$ cat config.mk
export PLATFORM = sky130hd
export DESIGN_NAME = stepper_track_ctrl
export DESIGN_NICKNAME = d
export VERILOG_FILES = /design/src/rtl/stepper_track_pkg.sv /design/src/rtl/stepper_rate_calc.sv /design/src/rtl/stepper_track_ctrl.sv
export SDC_FILE = /design/constraint.sdc
export NUM_CORES = 1
export LEC_CHECK = 0
export BUFFER_PORTS_ARGS = -buffer_cell sky130_fd_sc_hd__buf_4
export CORE_MARGIN = 5
export CORE_UTILIZATION = 35
export CTS_CLUSTER_DIAMETER = 100
export DETAILED_ROUTE_END_ITERATION = 8
export PLACE_DENSITY = 0.6
export SYNTH_ARGS = -nofsm -noshare
export SYNTH_HDL_FRONTEND = slang
export SYNTH_SLANG_ARGS = --single-unit
export TNS_END_PERCENT = 20
$ cat constraint.sdc
create_clock -name i_clk -period 10.9 [get_ports i_clk]
set_clock_uncertainty 0.2 [all_clocks]
set_input_delay 1.635 -clock i_clk [delete_from_list [all_inputs] [get_ports i_clk]]
set_output_delay 1.635 -clock i_clk [all_outputs]
set_load 0.01 [all_outputs]
$ cat src/rtl/stepper_track_pkg.sv
// Shared types and helpers for the stepper tracking controller: channel state encoding,
// the work/product widths of the rate datapath and the output saturation helper.
package stepper_track_pkg;

    typedef enum logic [1:0] {
        STARTING   = 2'd0,
        TO_ZERO    = 2'd1,
        LEAVING_DZ = 2'd2
    } trackState_t;

    localparam int TR_WIDTH_WORK = 16;
    localparam int TR_PROD_W     = 2 * TR_WIDTH_WORK;
    localparam int TR_SAT_W      = TR_PROD_W + 1;

    // Clamp an unsigned rate to the largest value representable in 'width' bits.
    function automatic logic [TR_SAT_W-1:0] saturate(input logic [TR_SAT_W-1:0] value,
                                                     input int unsigned         width);
        logic [TR_SAT_W-1:0] maxValue;
        maxValue = {TR_SAT_W{1'b1}} >> (TR_SAT_W - width);
        return (value > maxValue) ? maxValue : value;
    endfunction

endpackage

$ cat src/rtl/stepper_rate_calc.sv
// Channel-agnostic three-stage rate datapath: |x-x0| and direction, piecewise-linear segment
// selection, then final rate with saturation. The channel tag only travels alongside the data.
module stepper_rate_calc
    import stepper_track_pkg::*;
#(
    parameter int CH_W       = 1,
    parameter int WIDTH_WORK = TR_WIDTH_WORK,
    parameter int PERIOD_W   = 16,
    parameter int SHIFT_L    = 4,
    parameter int DZ_OUT     = 50
) (
    input  logic                  i_clk,
    input  logic                  i_rst,
    input  logic                  i_valid,
    input  logic [CH_W-1:0]       i_ch,
    input  logic [WIDTH_WORK-1:0] i_x,
    input  logic [WIDTH_WORK-1:0] i_x0,
    input  logic [WIDTH_WORK-1:0] i_dx1,
    input  logic [WIDTH_WORK-1:0] i_dx2,
    input  logic [WIDTH_WORK-1:0] i_F1,
    input  logic [WIDTH_WORK-1:0] i_F2,
    input  logic [WIDTH_WORK-1:0] i_k,
    output logic                  o_valid,
    output logic [CH_W-1:0]       o_ch,
    output logic [WIDTH_WORK-1:0] o_dx,
    output logic                  o_dir,
    output logic [PERIOD_W-1:0]   o_rate
);

    localparam int PROD_W = 2 * WIDTH_WORK;
    localparam logic [WIDTH_WORK-1:0] DZ_OUT_W = WIDTH_WORK'(DZ_OUT);

    logic                  r_s0Valid;
    logic [CH_W-1:0]       r_s0Ch;
    logic [WIDTH_WORK-1:0] r_s0Dx;
    logic                  r_s0Dir;

    logic                  r_s1Valid;
    logic [CH_W-1:0]       r_s1Ch;
    logic [WIDTH_WORK-1:0] r_s1Dx;
    logic                  r_s1Dir;
    logic                  r_s1Linear;
    logic [PROD_W-1:0]     r_s1Value;

    logic                  w_dir;
    logic [WIDTH_WORK-1:0] w_dx;
    logic [WIDTH_WORK-1:0] w_segDelta;
    logic                  w_segLinear;
    logic [PROD_W-1:0]     w_segValue;
    logic [PROD_W:0]       w_rateWide;
    logic [TR_SAT_W-1:0]   w_rateSat;

    assign w_dir = (i_x <= i_x0);
    assign w_dx  = w_dir ? (i_x0 - i_x) : (i_x - i_x0);

    always_ff @(posedge i_clk) begin
        if (i_rst) begin
            r_s0Valid <= 1'b0;
            r_s0Ch    <= '0;
            r_s0Dx    <= '0;
            r_s0Dir   <= 1'b0;
        end else begin
            r_s0Valid <= i_valid;
            r_s0Ch    <= i_ch;
            r_s0Dx    <= w_dx;
            r_s0Dir   <= w_dir;
        end
    end

    // Priority order keeps a misconfigured dx1 >= dx2 well defined: the linear band is just empty.
    assign w_segDelta = r_s0Dx - i_dx1;

    always_comb begin
        w_segLinear = 1'b0;
        w_segValue  = '0;
        if (r_s0Dx >= i_dx2) begin
            w_segValue = PROD_W'(i_F2);
        end else if (r_s0Dx >= i_dx1) begin
            w_segLinear = 1'b1;
            w_segValue  = PROD_W'(i_k) * PROD_W'(w_segDelta);
        end else if (r_s0Dx > DZ_OUT_W) begin
            w_segValue = PROD_W'(i_F1);
        end
    end

    always_ff @(posedge i_clk) begin
        if (i_rst) begin
            r_s1Valid  <= 1'b0;
            r_s1Ch     <= '0;
            r_s1Dx     <= '0;
            r_s1Dir    <= 1'b0;
            r_s1Linear <= 1'b0;
            r_s1Value  <= '0;
        end else begin
            r_s1Valid  <= r_s0Valid;
            r_s1Ch     <= r_s0Ch;
            r_s1Dx     <= r_s0Dx;
            r_s1Dir    <= r_s0Dir;
            r_s1Linear <= w_segLinear;
            r_s1Value  <= w_segValue;
        end
    end

    assign w_rateWide = r_s1Linear
                      ? ({1'b0, r_s1Value >> SHIFT_L} + (PROD_W+1)'(i_F1))
                      : {1'b0, r_s1Value};
    assign w_rateSat  = saturate(TR_SAT_W'(w_rateWide), PERIOD_W);

    assign o_valid = r_s1Valid;
    assign o_ch    = r_s1Ch;
    assign o_dx    = r_s1Dx;
    assign o_dir   = r_s1Dir;
    assign o_rate  = w_rateSat[PERIOD_W-1:0];

endmodule

$ cat src/rtl/stepper_track_ctrl.sv
// Multi-channel stepper tracking controller: per-channel deadzone FSMs and output registers fed by
// one shared rate pipeline. Optional feature macro: TR_SLEW_LIMIT_EN (limits period change per update).
module stepper_track_ctrl
    import stepper_track_pkg::*;
#(
    parameter int NCH        = 2,
    parameter int WIDTH_IN   = 12,
    parameter int WIDTH_WORK = TR_WIDTH_WORK,
    parameter int PERIOD_W   = 16,
    parameter int SHIFT_L    = 4,
    parameter int DZ_OUT     = 50,
    parameter int DZ_IN      = 2,
    parameter int MAX_STEP   = 64,
    localparam int CH_W      = (NCH > 1) ? $clog2(NCH) : 1
) (
    input  logic                      i_clk,
    input  logic                      i_rst,
    input  logic [NCH-1:0]            i_tr_mode_enable,
    input  logic                      i_sample_valid,
    input  logic [CH_W-1:0]           i_sample_ch,
    input  logic [WIDTH_WORK-1:0]     i_sample_x,
    input  logic [NCH*WIDTH_IN-1:0]   i_x0,
    input  logic [WIDTH_WORK-1:0]     i_dx1,
    input  logic [WIDTH_WORK-1:0]     i_dx2,
    input  logic [WIDTH_WORK-1:0]     i_F1,
    input  logic [WIDTH_WORK-1:0]     i_F2,
    input  logic [WIDTH_WORK-1:0]     i_k,
    output logic [NCH*PERIOD_W-1:0]   o_period_auto,
    output logic [NCH-1:0]            o_dir_auto,
    output logic [NCH-1:0]            o_drv_en_sm,
    output logic                      o_period_valid,
    output logic [CH_W-1:0]           o_period_ch
);

    localparam logic [WIDTH_WORK-1:0] DZ_OUT_W = WIDTH_WORK'(DZ_OUT);
    localparam logic [WIDTH_WORK-1:0] DZ_IN_W  = WIDTH_WORK'(DZ_IN);

    trackState_t           r_state [NCH];
    trackState_t           w_stateNext [NCH];
    logic [PERIOD_W-1:0]   r_period [NCH];
    logic [PERIOD_W-1:0]   w_periodNext [NCH];
    logic [NCH-1:0]        r_dir;
    logic                  r_valid;
    logic [CH_W-1:0]       r_ch;

    logic [WIDTH_WORK-1:0] w_x0Sel;
    logic                  w_s2Valid;
    logic [CH_W-1:0]       w_s2Ch;
    logic [WIDTH_WORK-1:0] w_s2Dx;
    logic                  w_s2Dir;
    logic [PERIOD_W-1:0]   w_s2Rate;

    assign w_x0Sel = WIDTH_WORK'(i_x0[i_sample_ch*WIDTH_IN +: WIDTH_IN]);

    stepper_rate_calc #(
        .CH_W       (CH_W),
        .WIDTH_WORK (WIDTH_WORK),
        .PERIOD_W   (PERIOD_W),
        .SHIFT_L    (SHIFT_L),
        .DZ_OUT     (DZ_OUT)
    ) u_rateCalc (
        .i_clk   (i_clk),
        .i_rst   (i_rst),
        .i_valid (i_sample_valid),
        .i_ch    (i_sample_ch),
        .i_x     (i_sample_x),
        .i_x0    (w_x0Sel),
        .i_dx1   (i_dx1),
        .i_dx2   (i_dx2),
        .i_F1    (i_F1),
        .i_F2    (i_F2),
        .i_k     (i_k),
        .o_valid (w_s2Valid),
        .o_ch    (w_s2Ch),
        .o_dx    (w_s2Dx),
        .o_dir   (w_s2Dir),
        .o_rate  (w_s2Rate)
    );

`ifdef TR_SLEW_LIMIT_EN
    localparam logic [PERIOD_W:0] STEP_W = (PERIOD_W+1)'(MAX_STEP);

    // Move at most MAX_STEP toward the target; the target is already saturated, so no wrap.
    function automatic logic [PERIOD_W-1:0] slewStep(input logic [PERIOD_W-1:0] oldValue,
                                                     input logic [PERIOD_W-1:0] target);
        logic [PERIOD_W:0] oldExt;
        logic [PERIOD_W:0] tgtExt;
        logic [PERIOD_W:0] result;
        oldExt = {1'b0, oldValue};
        tgtExt = {1'b0, target};
        if (tgtExt > oldExt + STEP_W) begin
            result = oldExt + STEP_W;
        end else if (tgtExt + STEP_W < oldExt) begin
            result = oldExt - STEP_W;
        end else begin
            result = tgtExt;
        end
        return result[PERIOD_W-1:0];
    endfunction
`endif

    // A disabled channel is parked in STARTING with period 0 every cycle, sample or not.
    always_comb begin
        for (int c = 0; c < NCH; c++) begin
            w_stateNext[c]  = r_state[c];
            w_periodNext[c] = r_period[c];
            if (!i_tr_mode_enable[c]) begin
                w_stateNext[c]  = STARTING;
                w_periodNext[c] = '0;
            end else if (w_s2Valid && (w_s2Ch == CH_W'(c))) begin
`ifdef TR_SLEW_LIMIT_EN
                w_periodNext[c] = (r_state[c] == STARTING) ? w_s2Rate
                                                           : slewStep(r_period[c], w_s2Rate);
`else
                w_periodNext[c] = w_s2Rate;
`endif
                case (r_state[c])
                    STARTING:   w_stateNext[c] = TO_ZERO;
                    TO_ZERO:    if (w_s2Dx <= DZ_IN_W)  w_stateNext[c] = LEAVING_DZ;
                    LEAVING_DZ: if (w_s2Dx >= DZ_OUT_W) w_stateNext[c] = TO_ZERO;
                    default:    w_stateNext[c] = STARTING;
                endcase
            end
        end
    end

    always_ff @(posedge i_clk) begin
        if (i_rst) begin
            for (int c = 0; c < NCH; c++) begin
                r_state[c]  <= STARTING;
                r_period[c] <= '0;
            end
            r_dir   <= '0;
            r_valid <= 1'b0;
            r_ch    <= '0;
        end else begin
            for (int c = 0; c < NCH; c++) begin
                r_state[c]  <= w_stateNext[c];
                r_period[c] <= w_periodNext[c];
            end
            r_valid <= w_s2Valid;
            if (w_s2Valid) begin
                r_ch          <= w_s2Ch;
                r_dir[w_s2Ch] <= w_s2Dir;
            end
        end
    end

    always_comb begin
        o_period_auto = '0;
        o_drv_en_sm   = '0;
        for (int c = 0; c < NCH; c++) begin
            o_period_auto[c*PERIOD_W +: PERIOD_W] = r_period[c];
            o_drv_en_sm[c] = (r_state[c] == TO_ZERO);
        end
    end

    assign o_dir_auto     = r_dir;
    assign o_period_valid = r_valid;
    assign o_period_ch    = r_ch;

endmodule

# Word-level counts from Yosys, hierarchy flattened
# Memory sizes are Yosys's and may differ from the RTL's.
# Cells that the tools add are included.
# W data, S select, Z words.
[totals]
register_bits = 75
ramBits = 36
in_bits = 126
output_inout_bits = 38
elab_cells = 78
mem_count = 2
[mem_list]
columns = ["name", "words", "width", "rd", "rd_clocked_by_memory_dff", "write_ports", "line", "text"]
rows = [
  ["r_period", 2, 16, 2, 0, 2, "stepper_track_ctrl.sv:40", "logic [PERIOD_W-1:0] r_period [NCH];"],
  ["r_state", 2, 2, 2, 0, 2, "stepper_track_ctrl.sv:38", "trackState_t r_state [NCH];"],
]
[op_classes]
n_addsub = 4
mul = 2
magnitude_cmp = 9
n_eq_ne = 4
n_shift = 1
muxes = 31
bitwise_logic = 5
n_reduce_logical = 6
[ops]
columns = ["operator", "n"]
rows = [
  ["$mux W16", 10],
  ["$mux W32", 2],
  ["$gt A33 B16 Y1 const B", 1],
  ["$ge A16 B16 Y1", 2],
  ["$mul A16 B16 Y32", 1],
  ["$add A28 B16 Y29", 1],
  ["$shiftx A24 B6 Y12", 1],
  ["$mux W2", 10],
  ["$ge A16 B6 Y1 const B", 1],
  ["$gt A16 B6 Y1 const B", 1],
  ["$le A16 B12 Y1", 1],
  ["$le A16 B2 Y1 const B", 1],
  ["$sub A12 B16 Y16", 1],
  ["$sub A16 B12 Y16", 1],
  ["$sub A16 B16 Y16", 1],
  ["$pmux W2 S3", 2],
  ["$mux W1", 5],
  ["$eq A2 B1 Y1 const B", 2],
  ["$eq A2 B2 Y1 const B", 2],
  ["$logic_not A2 Y1", 2],
  ["$or A1 B1 Y1", 4],
  ["$logic_and A1 B1 Y1", 3],
  ["$mul A1 B2 Y3 const B", 1],
  ["$bwmux W2", 1],
  ["5 further kinds", 5],
]

# Logic depth before layout (Yosys ltp)
# Gate-level depths: netlist (run 1).
[logic_depth]
ltp_word = 7
mapped_depth = 36
mapped_depth_nobuf = 35

# By module
# From an unflattened synthesis (run 1), not the netlist that was laid out.
[hier_totals]
cells_unflattened = 2004
area_unflattened_um2 = 16500.8
[modules_own_cells]
columns = ["mod", "n_inst", "cells_each", "area_each_um2", "seq_area_each_um2"]
rows = [
  ["stepper_rate_calc", 1, 1799, 14829.2, 1421.4],
  ["stepper_track_ctrl", 1, 205, 1671.6, 800.8],
]

# Least setup slack after synthesis (run 1)
# Ideal clock, no wire load.
[synth_path]
path_kind = "input -> register"
startpoint = "in i_dx1[0]"
endpoint = "reg u_rateCalc.r_s1Value[20]"
setup_time_ps = 128
arrival_time_ps = 8797
t_required_ps = 10572
setup_slack_ps = 1776
cell_stages = 30
path_cell_list = "ha_1 -> inv_1 -> fa_1 -> a211oi_1 -> o211ai_1 -> a21oi_1 -> o21ai_0 -> a21oi_1 -> o21bai_1 -> a21oi_1 -> xnor2_1 -> clkbuf_1 -> nand2_1 -> fa_1 -> fa_1 -> inv_1 -> fa_1 -> fa_1 -> fa_1 -> inv_1 -> fa_1 -> inv_1 -> ha_1 -> a21o_1 -> a21o_1 -> a221o_1 -> a21o_1 -> a21oi_1 -> xor2_1 -> nor2_1"
[synth_via]
elab_chain_len = 3
elab_cells_between_ends = 4
classes_between = "add/sub (1); mul (1); order compare (1); mux (1)"
[synth_lines]
columns = ["item", "line", "text"]
rows = [
  ["start, declared", "stepper_track_ctrl.sv:23", "input logic [WIDTH_WORK-1:0] i_dx1,"],
  ["$sub A16 B16 Y16", "stepper_rate_calc.sv:71", "assign w_segDelta = r_s0Dx - i_dx1;"],
  ["$mul A16 B16 Y32", "stepper_rate_calc.sv:80", "w_segValue = PROD_W'(i_k) * PROD_W'(w_segDelta);"],
  ["$mux W32 (*)", "stepper_rate_calc.sv:78", "end else if (r_s0Dx >= i_dx1) begin"],
  ["end signal, assigned", "stepper_rate_calc.sv:100", "r_s1Value <= w_segValue;"],
  ["end, declared", "stepper_rate_calc.sv:43", "logic [PROD_W-1:0] r_s1Value;"],
]
# Mark *: on every way between the ends. The rest lies on a longest branch, timed or not.
# A chain may end at the register's enable or synchronous reset.

# Final worst setup path (run 1)
[layout_path]
startpoint = "in i_dx1[0]"
endpoint = "reg u_rateCalc.r_s1Value[31]"
# Same word-level chain as after synthesis.

==> tab_implementation.tex, run 1 <==
\begin{tabular}{lr}
\hline
Metric & Value \\
\hline
\multicolumn{2}{l}{\textbf{Drt}} \\
Number of antenna-violating nets in the routed design & 0 \\
Post-route DRC violation count & 0 \\
Drt wl/cell & roughly 16 um \\
Detailed-route vias per instance & approximately 5 \\
DRT Pass-1 Iters & 5 \\
Initial DRC count & 590 \\
Via count & 12826 \\
Post-Route WL & 42200 um \\
\multicolumn{2}{l}{\textbf{Flow run}} \\
\# Max-Cap Violations & 0 \\
\multicolumn{2}{l}{\textbf{Clock network}} \\
CTS root buffer & sky130\_fd\_sc\_hd\_\_clkbuf\_16 \\
H-tree lvl count & 3 \\
Maximum number of buffers from clock root to sink & 2 \\
Clock-pin transition on the worst setup and hold timing paths & 0.08 ns \\
CTS sink cnt & 111 \\
Gates resized, CTS repair & 0 \\
Number of buffers created by CTS & 9 \\
Setup fix buffers added after clock tree synthesis & 0 \\
TritonCTS clock tree & done \\
Number of buffers inserted for hold repair after clock tree synthesis & 0 \\
Clock latency at the later pin of the worst-skew pair & between 0.3 and 0.4 ns \\
\multicolumn{2}{l}{\textbf{Worst setup path}} \\
CP startpoint kind & input pin \\
Data required time at the worst endpoint & 11.00 ns \\
Worst-path maximum fanout & 8 \\
Nature of the critical path endpoint & flip-flop \\
Cell with the largest stage delay on the worst path & sky130\_fd\_sc\_hd\_\_fa\_1 \\
Worst EP arrival & 9.62 ns \\
Worst reg2reg path endpoint & u\_rateCalc.r\_s1Value[31]\$\_SDFF\_PP0\_ \\
Stage delay of the slowest cell on the critical path & 0.54 ns \\
Number of cell instances on the worst register-to-register path & 30 \\
WP buf/inv & 4 \\
Worst path most repeated cell & sky130\_fd\_sc\_hd\_\_fa\_1 \\
Startpoint-to-endpoint class of the critical path & in2reg \\
Critical path's top delay family & adder cells \\
Reg2reg setup slack & 2.15 ns \\
Worst flop-to-flop path startpoint & u\_rateCalc.r\_s0Dx[0]\$\_SDFF\_PP0\_ \\
\multicolumn{2}{l}{\textbf{Final layout}} \\
Area delta synth->final & 13.5\% \\
Most common library cell in the layout ignoring fill and taps & sky130\_fd\_sc\_hd\_\_inv\_1 \\
Total area of multi-input combinational cells & around 12000 um2 \\
Ant. Diodes & 0 \\
Seq. cell area & between 2000 and 2500 um2 \\
Final-stage net count & 2467 \\
Commonest cells after routing, fill and taps aside & 323 x sky130\_fd\_sc\_hd\_\_inv\_1, 205 x sky130\_fd\_sc\_hd\_\_nand2\_1, 198 x sky130\_fd\_sc\_hd\_\_fa\_1 \\
Fill cell instance count of the final layout & 4485 \\
Share of final-layout standard cells stronger than drive strength 1 & 10.9\% \\
\multicolumn{2}{l}{\textbf{Global routing}} \\
Global-route wire length before repair & 70000 um \\
Initial antenna violation count & 0 \\
Vias in the first global route & 13327 \\
Total congestion overflow & 0 \\
All-Layer GR Usage & 17.1\% \\
Pin count of the biggest net entering global routing & 50 \\
\multicolumn{2}{l}{\textbf{Yosys}} \\
Cell types occupying the most area after synthesis & sky130\_fd\_sc\_hd\_\_fa\_1 25\%, sky130\_fd\_sc\_hd\_\_dfxtp\_1 14\%, sky130\_fd\_sc\_hd\_\_ha\_1 14\%, sky130\_fd\_sc\_hd\_\_inv\_1 7.7\%, sky130\_fd\_sc\_hd\_\_nand2\_1 4.9\% \\
Count of different cell masters after synthesis & between 60 and 70 \\
Number of enable flip-flop cells after synthesis & 0 \\
Mean Syn Cell Area & 8.46 um2 \\
Async set or reset register ratio after synthesis & 0\% \\
Post-synthesis cell type with the largest combined area & sky130\_fd\_sc\_hd\_\_fa\_1 \\
Synth top area share & 25.3\% \\
Count of yosys warnings during synthesis & 0 \\
Synthesized Nets & 2352 \\
Leading register cell type out of synthesis & sky130\_fd\_sc\_hd\_\_dfxtp\_1 \\
Sequential share of the synthesized area & 14.2\% \\
Flops \& latches, synth & roughly 110 \\
Area of the mapped netlist & $\sim$16000 um2 \\
Number of instances in the synthesized netlist & $\sim$1900 \\
\multicolumn{2}{l}{\textbf{Die}} \\
Die height & 222 um \\
Core region area & 44200 um2 \\
Die X-Extent & 222 um \\
Full die area & roughly 49000 um2 \\
Number of primary I/O pins & roughly 160 \\
Floorplan row count & 77 \\
Initial cell density of the core & 35.4\% \\
\multicolumn{2}{l}{\textbf{Placement}} \\
GP Congestion & 0.910 \\
Port Buf Inserts & 163 \\
DP Wirelength & 35100 um \\
\multicolumn{2}{l}{\textbf{STA}} \\
Max frequency & about 110 MHz \\
Final Max Tran Viols & 0 \\
Post-route fraction of the period consumed by the critical path & 87.3\% \\
Unrepaired setup endpoints after global routing & no \\
Slew at the pin closest to its max-slew limit & 1.21 ns \\
Setup Viol. Count Final & 0 \\
Final Hold Violating Endpoints & 0 \\
Worst slew margin relative to its limit & 19.0\% \\
Accumulated negative setup slack & 0 ns \\
Final Critical Period & 9.52 ns \\
\multicolumn{2}{l}{\textbf{Worst hold path}} \\
Min-Delay Path Depth & 1 \\
Startpoint of the lowest-slack hold path & u\_rateCalc.r\_s0Ch\$\_SDFF\_PP0\_ \\
Hold worst-path end & u\_rateCalc.o\_ch\$\_SDFF\_PP0\_ \\
Class of the tightest hold or removal check & reg2reg \\
\multicolumn{2}{l}{\textbf{Outcome}} \\
Run status & complete, no violations \\
\hline
\end{tabular}
[cells by family after synthesis]
| logic type | after synthesis | synth area share, % |
|---|---|---|
| simple gates | 524 | 16.6 |
| flops | 111 | 14.2 |
| buf+inv | 395 | 9.67 |
| fa+ha+maj | 375 | 39.4 |
| xor+xnor | 66 | 3.69 |
| compound gates | 348 | 14.3 |
| mux | 32 | 2.10 |
[cell type report]
cell class / instances / share of cell area [%]
Clock inverter: 7 / 0.514
Tap cell: 592 / 4.17
Sequential cell: 111 / 12.5
Multi-Input combinational cell: 1345 / 67.3
Inverter: 323 / 6.82
Timing Repair Buffer: 176 / 7.43
Clock buffer: 9 / 1.27
[stage by stage]
step	instances	utilization, %	setup slack, ns	hold slack [ns]	cell area (um2)
CTS	2563	40.2	1.37	0.244	17800
global route	2563	40.2	0.870	0.253	17800
detailed placement	2547	39.5	0.993	0.226	17500
floorplan	1851	-	1.78	0.214	15700
global placement	2547	39.5	1.16	0.216	17500
finish	2563	40.2	1.38	0.239	17800
[flip-flops by register name (all words and copies together) (netlist names)]
register and count:
o_dir_auto 2, o_period_ch 1, o_period_valid 1, r_period 32
r_state 4, u_rateCalc.o_ch 1, u_rateCalc.o_dir 1, u_rateCalc.o_dx 16
u_rateCalc.o_valid 1, u_rateCalc.r_s0Ch 1, u_rateCalc.r_s0Dir 1, u_rateCalc.r_s0Dx 16
u_rateCalc.r_s0Valid 1, u_rateCalc.r_s1Linear 1, u_rateCalc.r_s1Value 32
[worst register-to-register path, delay by kind of cell (launching register included)]
family,cells,cell delay [ns]
buf+inv,4,0.35
fa+ha+maj,9,4.05
simple gates,4,0.90
compound gates,12,2.53
xor+xnor,1,0.36
flops,1,0.32
[synthesized netlist by cell type (14+ instances only)]
library cell / number
sky130_fd_sc_hd__ha_1: 177
sky130_fd_sc_hd__xor2_1: 24
sky130_fd_sc_hd__inv_1: 323
sky130_fd_sc_hd__o21bai_1: 14
sky130_fd_sc_hd__a21oi_1: 79
sky130_fd_sc_hd__fa_1: 198
sky130_fd_sc_hd__nor2b_1: 39
sky130_fd_sc_hd__and2_1: 108
sky130_fd_sc_hd__nand2b_1: 16
sky130_fd_sc_hd__o21a_1: 14
sky130_fd_sc_hd__mux2i_1: 25
sky130_fd_sc_hd__xnor2_1: 42
sky130_fd_sc_hd__nor2_1: 72
sky130_fd_sc_hd__clkbuf_1: 57
sky130_fd_sc_hd__o21ai_0: 76
sky130_fd_sc_hd__nand2_1: 205
sky130_fd_sc_hd__a21o_1: 37
sky130_fd_sc_hd__a31oi_1: 42
sky130_fd_sc_hd__nand3_1: 17
sky130_fd_sc_hd__dfxtp_1: 111
[metal layers]
metal | part of all wire [%] | GRT usage (%) | up-vias
met2 | 45 | 27.5 | 303
met5 | 0 | 0 | -
met3 | 5.1 | 3.07 | 36
li1 | - | - | 6254
met1 | 48 | 24.3 | 6233
met4 | 1.5 | 3.42 | 0
[how the worst max path moves through the flow]
stage              from                                  end  slack (ns)  depth (start not counted)
4_1_cts        i_dx1[0]  u_rateCalc.r_s1Value[31]$_SDFF_PP0_        1.37                         30
2_1_floorplan  i_dx1[0]  u_rateCalc.r_s1Value[20]$_SDFF_PP0_        1.78                         30
5_1_grt        i_dx1[0]  u_rateCalc.r_s1Value[31]$_SDFF_PP0_        0.87                         31
3_3_place_gp   i_dx1[0]  u_rateCalc.r_s1Value[31]$_SDFF_PP0_        1.16                         30
6_report       i_dx1[0]  u_rateCalc.r_s1Value[31]$_SDFF_PP0_        1.38                         30
3_5_place_dp   i_dx1[0]  u_rateCalc.r_s1Value[31]$_SDFF_PP0_        0.99                         31
Power of run 1 is left out: the tool's default activity adds up to more than one toggle a clock period on the data nets, which glitch-free logic cannot reach.
==> run 2: changes to the inputs <==
--- a/config.mk
+++ b/config.mk
@@ -11,6 +11,7 @@
 export CTS_CLUSTER_DIAMETER = 100
 export DETAILED_ROUTE_END_ITERATION = 8
 export PLACE_DENSITY = 0.6
+export REMOVE_ABC_BUFFERS = 1
 export SYNTH_ARGS = -nofsm -noshare
 export SYNTH_HDL_FRONTEND = slang
 export SYNTH_SLANG_ARGS = --single-unit
==> run 2 against run 1 <==
Against the previous run:
- first-iteration DRC count up 38%
- core utilization up 0.074 points
- clock-buffer cell count unchanged
- routed wire length down 1.8%
- register-to-register slack better by 0.17 ns
- critical path depth up 1
- critical path type unchanged
- critical endpoint unchanged
==> tab_implementation.tex, run 2 (synthesis gave the netlist of run 1 again) <==
\begin{tabular}{lr}
\hline
Metric & Value \\
\hline
\multicolumn{2}{l}{\textbf{Outcome}} \\
Run status & complete, no violations \\
\multicolumn{2}{l}{\textbf{STA}} \\
Final Critical Period & 9.46 ns (-0.0533 ns) \\
Setup Viol. Count Final & 0 (unchanged) \\
Accumulated negative setup slack & 0 ns (unchanged) \\
Max frequency & 106 MHz (+0.56\%) \\
Slew at the pin closest to its max-slew limit & 1.29 ns (+0.0780 ns) \\
Worst slew margin relative to its limit & 13.7\% (-5.3 points) \\
Post-route fraction of the period consumed by the critical path & 86.8\% (-0.49 points) \\
Unrepaired setup endpoints after global routing & no \\
Final Max Tran Viols & 0 (unchanged) \\
Final Hold Violating Endpoints & 0 (unchanged) \\
\multicolumn{2}{l}{\textbf{Worst setup path}} \\
Worst-path maximum fanout & 16 (+8) \\
Cell with the largest stage delay on the worst path & sky130\_fd\_sc\_hd\_\_fa\_1 \\
Data required time at the worst endpoint & 10.89 ns (-0.11 ns) \\
Worst EP arrival & 9.46 ns (-0.16 ns) \\
Worst flop-to-flop path startpoint & u\_rateCalc.r\_s0Dx[0]\$\_SDFF\_PP0\_ \\
WP buf/inv & 5 (+1) \\
Nature of the critical path endpoint & flip-flop \\
Reg2reg setup slack & 2.32 ns (+0.17 ns) \\
Critical path's top delay family & adder cells \\
Worst reg2reg path endpoint & u\_rateCalc.r\_s1Value[31]\$\_SDFF\_PP0\_ \\
CP startpoint kind & input pin \\
Number of cell instances on the worst register-to-register path & 31 (+3.3\%) \\
Startpoint-to-endpoint class of the critical path & in2reg \\
Worst path most repeated cell & sky130\_fd\_sc\_hd\_\_fa\_1 \\
Stage delay of the slowest cell on the critical path & 0.54 ns (about the same) \\
\multicolumn{2}{l}{\textbf{Global routing}} \\
Vias in the first global route & 13614 (+2.2\%) \\
Total congestion overflow & 0 (unchanged) \\
All-Layer GR Usage & 16.9\% (-0.19 points) \\
Initial antenna violation count & 1 (+1) \\
Global-route wire length before repair & 69600 um (-0.48\%) \\
Pin count of the biggest net entering global routing & 50 (unchanged) \\
\multicolumn{2}{l}{\textbf{Flow run}} \\
\# Max-Cap Violations & 0 (unchanged) \\
\multicolumn{2}{l}{\textbf{Placement}} \\
Port Buf Inserts & 163 (unchanged) \\
GP Congestion & 0.888 (-2.4\%) \\
DP Wirelength & 34200 um (-2.5\%) \\
\multicolumn{2}{l}{\textbf{Die}} \\
Die height & 222 um (unchanged) \\
Initial cell density of the core & 35.4\% (unchanged) \\
Core region area & 44200 um2 (unchanged) \\
Full die area & 49100 um2 (unchanged) \\
Die X-Extent & 222 um (unchanged) \\
Number of primary I/O pins & 164 (unchanged) \\
Floorplan row count & 77 (unchanged) \\
\multicolumn{2}{l}{\textbf{Final layout}} \\
Area delta synth->final & 13.7\% \\
Share of final-layout standard cells stronger than drive strength 1 & 11.0\% (+0.19 points) \\
Commonest cells after routing, fill and taps aside & 323 x sky130\_fd\_sc\_hd\_\_inv\_1, 205 x sky130\_fd\_sc\_hd\_\_nand2\_1, 198 x sky130\_fd\_sc\_hd\_\_fa\_1 \\
Ant. Diodes & 0 (unchanged) \\
Most common library cell in the layout ignoring fill and taps & sky130\_fd\_sc\_hd\_\_inv\_1 \\
Fill cell instance count of the final layout & 4462 (-0.51\%) \\
Seq. cell area & 2220 um2 (unchanged) \\
Largest registers ranked by flip-flop count & r\_period: 32 flops, u\_rateCalc.r\_s1Value: 32 flops \\
Final-stage net count & 2470 (+0.12\%) \\
Total area of multi-input combinational cells & 12000 um2 (about the same) \\
\multicolumn{2}{l}{\textbf{Worst hold path}} \\
Min-Delay Path Depth & 1 (unchanged) \\
Startpoint of the lowest-slack hold path & u\_rateCalc.r\_s0Valid\$\_SDFF\_PP0\_ \\
Hold worst-path end & u\_rateCalc.o\_valid\$\_SDFF\_PP0\_ \\
Class of the tightest hold or removal check & reg2reg \\
\multicolumn{2}{l}{\textbf{Clock network}} \\
Number of buffers inserted for hold repair after clock tree synthesis & 0 (unchanged) \\
Clock latency at the later pin of the worst-skew pair & 0.36 ns (-0.02 ns) \\
CTS root buffer & sky130\_fd\_sc\_hd\_\_clkbuf\_16 \\
Maximum number of buffers from clock root to sink & 2 (unchanged) \\
H-tree lvl count & 3 (unchanged) \\
Setup fix buffers added after clock tree synthesis & 0 (unchanged) \\
Gates resized, CTS repair & 0 (unchanged) \\
Number of buffers created by CTS & 9 (unchanged) \\
TritonCTS clock tree & done \\
CTS sink cnt & 111 (unchanged) \\
Clock-pin transition on the worst setup and hold timing paths & 0.09 ns (about the same) \\
\multicolumn{2}{l}{\textbf{Drt}} \\
DRT Pass-1 Iters & 8 (+3) \\
Post-Route WL & 41400 um (-1.8\%) \\
Detailed-route vias per instance & 5.10 (+1.9\%) \\
Initial DRC count & 816 (+38\%) \\
Post-route DRC violation count & 0 (unchanged) \\
Via count & 13089 (+2.1\%) \\
Number of antenna-violating nets in the routed design & 0 (unchanged) \\
Drt wl/cell & 16.2 um (-1.9\%) \\
\hline
\end{tabular}
run 2: changes by cell type in the layout (fill, tap and decap cells not counted), sizes merged:
| cell | delta |
|---|---|
| buf | +3 |
run 2: worst max-delay path by stage:
stage | startpoint | to | cells past startpoint
3_3_place_gp | i_dx1[0] | u_rateCalc.r_s1Value[31]$_SDFF_PP0_ | 31
3_5_place_dp | i_dx1[0] | u_rateCalc.r_s1Value[31]$_SDFF_PP0_ | 31
6_report | i_dx1[0] | u_rateCalc.r_s1Value[31]$_SDFF_PP0_ | 31
5_1_grt | i_dx1[0] | u_rateCalc.r_s1Value[24]$_SDFF_PP0_ | 32
4_1_cts | i_dx1[0] | u_rateCalc.r_s1Value[31]$_SDFF_PP0_ | 31
2_1_floorplan | i_dx1[0] | u_rateCalc.r_s1Value[24]$_SDFF_PP0_ | 30
run 2: cell type report:
| cell class | count | area share [%] |
|---|---|---|
| clock buffers | 9 | 1.26 |
| clock inverters | 7 | 0.527 |
| inverters | 323 | 6.81 |
| multi-input cells | 1345 | 67.2 |
| flip-flops and latches | 111 | 12.5 |
| well taps | 592 | 4.16 |
| repair buffers | 179 | 7.55 |
run 2: metal layers:
metal	global-route usage, %	vias to the layer above	wire (um)
met3	2.22	30	2210
met4	2.43	0	475
met2	29.9	367	20300
met1	22.7	6430	18500
li1	-	6262	-
met5	0	-	0
run 2: through the flow:
stage | hold slack (ns) | utilization (%) | setup slack [ns] | instances | instance area [um2]
2_1_floorplan | 0.214 | - | 1.82 | 1779 | 15400
3_3_place_gp | 0.222 | 39.5 | 1.19 | 2550 | 17500
3_5_place_dp | 0.228 | 39.5 | 1.08 | 2550 | 17500
4_1_cts | 0.250 | 40.3 | 1.42 | 2566 | 17800
5_1_grt | 0.264 | 40.3 | 0.850 | 2566 | 17800
6_report | 0.241 | 40.3 | 1.44 | 2566 | 17800
run 2: worst register-to-register path: cells and delay by family, from the launching register on:
family	cells	cell delay [ns]
DFF	1	0.32
adders and majority gates	9	4.06
xor gates and xnor gates	1	0.14
and+or+nand+nor	3	0.58
buffers and inverters	5	0.50
AOI/OAI and AO/OA	13	2.65
Power of run 2 is left out for the same reason.
==> run 3: changes to the inputs <==
--- a/config.mk
+++ b/config.mk
@@ -11,6 +11,7 @@
 export CTS_CLUSTER_DIAMETER = 100
 export DETAILED_ROUTE_END_ITERATION = 8
 export PLACE_DENSITY = 0.6
+export RECOVER_POWER = 25
 export REMOVE_ABC_BUFFERS = 1
 export SYNTH_ARGS = -nofsm -noshare
 export SYNTH_HDL_FRONTEND = slang
==> constraint.sdc (replaced) <==
create_clock -name i_clk -period 10.6 [get_ports i_clk]
set_clock_uncertainty 0.2 [all_clocks]
set_input_delay 1.59 -clock i_clk [delete_from_list [all_inputs] [get_ports i_clk]]
set_output_delay 1.59 -clock i_clk [all_outputs]
set_load 0.01 [all_outputs]
==> run 3 against run 2 <==
Against the previous run:
- worst setup slack worse by 0.57 ns
- clock-buffer cell count unchanged
- sequential share of layout area hardly changed
- final cell count unchanged
- non-clock buffer count is the same
- the flow now finishes with violations (max-capacitance violations, max-slew violations)
- die area stayed put
- critical path depth is the same
- global-route usage increased by 0.17 points
- via count decreased by 1.5%
- core utilization shrank 0.12 points
- cell area shrank 0.29%
- hold slack gained 0.014 ns
==> tab_implementation.tex, run 3 (synthesis gave the netlist of run 1 again) <==
\begin{tabular}{lr}
\hline
Metric & Value \\
\hline
\multicolumn{2}{l}{\textbf{Outcome}} \\
Run status & finished, violations left \\
Violations in the final reports & max-capacitance violations, max-slew violations \\
\multicolumn{2}{l}{\textbf{Final layout}} \\
Area delta synth->final & 13.3\% \\
Fill cell instance count of the final layout & 4512 (+1.1\%) \\
Largest registers ranked by flip-flop count & r\_period: 32 flops, u\_rateCalc.r\_s1Value: 32 flops \\
Most common library cell in the layout ignoring fill and taps & sky130\_fd\_sc\_hd\_\_inv\_1 \\
Share of final-layout standard cells stronger than drive strength 1 & 10.5\% (-0.56 points) \\
Ant. Diodes & 0 (unchanged) \\
Final-stage net count & 2470 (unchanged) \\
Commonest cells after routing, fill and taps aside & 323 x sky130\_fd\_sc\_hd\_\_inv\_1, 205 x sky130\_fd\_sc\_hd\_\_nand2\_1, 198 x sky130\_fd\_sc\_hd\_\_fa\_1 \\
\multicolumn{2}{l}{\textbf{STA}} \\
Accumulated negative setup slack & 0 ns (unchanged) \\
Max frequency & between 100 and 150 MHz \\
Slew at the pin closest to its max-slew limit & 1.97 ns (+0.676 ns) \\
Final Critical Period & 9.73 ns \\
Worst slew margin relative to its limit & -31.0\% (-45 points) \\
Post-route fraction of the period consumed by the critical path & 91.8\% \\
Unrepaired setup endpoints after global routing & no \\
Final Max Tran Viols & 50 (+50) \\
Setup Viol. Count Final & 0 (unchanged) \\
Final Hold Violating Endpoints & 0 (unchanged) \\
\multicolumn{2}{l}{\textbf{Worst setup path}} \\
Startpoint-to-endpoint class of the critical path & in2reg \\
Worst flop-to-flop path startpoint & u\_rateCalc.r\_s0Dx[0]\$\_SDFF\_PP0\_ \\
Worst-path maximum fanout & 9 (-7) \\
Worst path most repeated cell & sky130\_fd\_sc\_hd\_\_fa\_1 \\
Data required time at the worst endpoint & 10.67 ns (-0.22 ns) \\
End of the critical path & u\_rateCalc.r\_s1Value[31]\$\_SDFF\_PP0\_ \\
WP buf/inv & 5 (unchanged) \\
Number of cell instances on the worst register-to-register path & 31 (unchanged) \\
Nature of the critical path endpoint & flip-flop \\
Critical path origin & i\_dx1[0] \\
Worst reg2reg path endpoint & u\_rateCalc.r\_s1Value[31]\$\_SDFF\_PP0\_ \\
Reg2reg setup slack & 1.71 ns (-0.61 ns) \\
Stage delay of the slowest cell on the critical path & 0.55 ns (about the same) \\
Number of cells on the critical path & 31 (unchanged) \\
CP startpoint kind & input pin \\
Critical path's top delay family & adder cells \\
Worst EP arrival & 9.80 ns (+0.34 ns) \\
Cell with the largest stage delay on the worst path & sky130\_fd\_sc\_hd\_\_fa\_1 \\
\multicolumn{2}{l}{\textbf{Die}} \\
Full die area & 49100 um2 (unchanged) \\
Die height & 222 um (unchanged) \\
Die X-Extent & 222 um (unchanged) \\
Core region area & 44200 um2 (unchanged) \\
Initial cell density of the core & 35.4\% (unchanged) \\
Floorplan row count & 77 (unchanged) \\
Number of primary I/O pins & 164 (unchanged) \\
\multicolumn{2}{l}{\textbf{Worst hold path}} \\
Startpoint of the lowest-slack hold path & u\_rateCalc.r\_s0Dir\$\_SDFF\_PP0\_ \\
Min-Delay Path Depth & 1 (unchanged) \\
Class of the tightest hold or removal check & reg2reg \\
\multicolumn{2}{l}{\textbf{Global routing}} \\
Total congestion overflow & 0 (unchanged) \\
Global route hottest layer & met2 \\
Pin count of the biggest net entering global routing & 50 (unchanged) \\
Global-route wire length before repair & 69900 um (+0.38\%) \\
Vias in the first global route & 13748 (+0.98\%) \\
Met2 Use GR & 29.8\% (-0.14 points) \\
Met1 global-route usage & 22.5\% (-0.19 points) \\
Global routing usage on met3 & 2.36\% (+0.13 points) \\
All-Layer GR Usage & 17.1\% (+0.17 points) \\
Initial antenna violation count & 0 (-1) \\
\multicolumn{2}{l}{\textbf{Clock network}} \\
H-tree lvl count & 3 (unchanged) \\
Setup fix buffers added after clock tree synthesis & 0 (unchanged) \\
Clock latency at the later pin of the worst-skew pair & 0.36 ns (about the same) \\
Clock-pin transition on the worst setup and hold timing paths & 0.09 ns (about the same) \\
Number of buffers inserted for hold repair after clock tree synthesis & 0 (unchanged) \\
Number of buffers created by CTS & 9 (unchanged) \\
CTS root buffer & sky130\_fd\_sc\_hd\_\_clkbuf\_16 \\
CTS sink cnt & 111 (unchanged) \\
Maximum number of buffers from clock root to sink & 2 (unchanged) \\
Gates resized, CTS repair & 0 (unchanged) \\
TritonCTS clock tree & done \\
\multicolumn{2}{l}{\textbf{Drt}} \\
Drt wl/cell & 16.2 um (+0.59\%) \\
Via count & 12895 (-1.5\%) \\
Initial DRC count & 654 (-20\%) \\
Detailed-route vias per instance & 5.03 (-1.5\%) \\
DRT Pass-1 Iters & 5 (-3) \\
Post-route DRC violation count & 0 (unchanged) \\
Post-Route WL & 41700 um (+0.59\%) \\
Number of antenna-violating nets in the routed design & 0 (unchanged) \\
\multicolumn{2}{l}{\textbf{Flow run}} \\
\# Max-Cap Violations & 1 (+1) \\
\multicolumn{2}{l}{\textbf{Placement}} \\
GP Congestion & 0.869 (-2.1\%) \\
DP Wirelength & 34600 um (+1.2\%) \\
Port Buf Inserts & 163 (unchanged) \\
\hline
\end{tabular}
[run 3: per-stage QoR]
step | hold WS [ns] | cells | util, % | area, um2 | worst slack, ns
6_report | 0.255 | 2566 | 40.1 | 17800 | 0.865
5_1_grt | 0.275 | 2566 | 40.1 | 17800 | 0.332
4_1_cts | 0.260 | 2566 | 40.2 | 17800 | 0.908
3_5_place_dp | 0.237 | 2550 | 39.5 | 17500 | 0.573
3_3_place_gp | 0.223 | 2550 | 39.5 | 17500 | 0.788
2_1_floorplan | 0.214 | 1779 | - | 15400 | 1.57
[run 3: metal layers]
metal	routed length [um]	vias up	part of all wire, %
li1	-	6257	-
met2	20100	268	48
met4	1030	0	2.5
met3	1720	53	4.1
met5	0	-	0
met1	18900	6317	45
[run 3: worst min path at each step]
stage                                     to  slack (ns)
6_report         u_rateCalc.o_dir$_SDFF_PP0_        0.25
5_1_grt          u_rateCalc.o_dir$_SDFF_PP0_        0.27
4_1_cts        u_rateCalc.o_valid$_SDFF_PP0_        0.26
3_5_place_dp   u_rateCalc.o_valid$_SDFF_PP0_        0.24
3_3_place_gp   u_rateCalc.o_valid$_SDFF_PP0_        0.22
2_1_floorplan     u_rateCalc.o_ch$_SDFF_PP0_        0.21
[run 3: final cells by class]
type,count,area [um2],area share [%]
Clock buffer,9,225,1.27
Clock inverter,7,91.3,0.514
Inverter,323,1210,6.83
Multi-Input combinational cell,1345,12000,67.3
Sequential cell,111,2220,12.5
Tap cell,592,741,4.17
Timing Repair Buffer,179,1310,7.38
Power of run 3 is left out for the same reason.
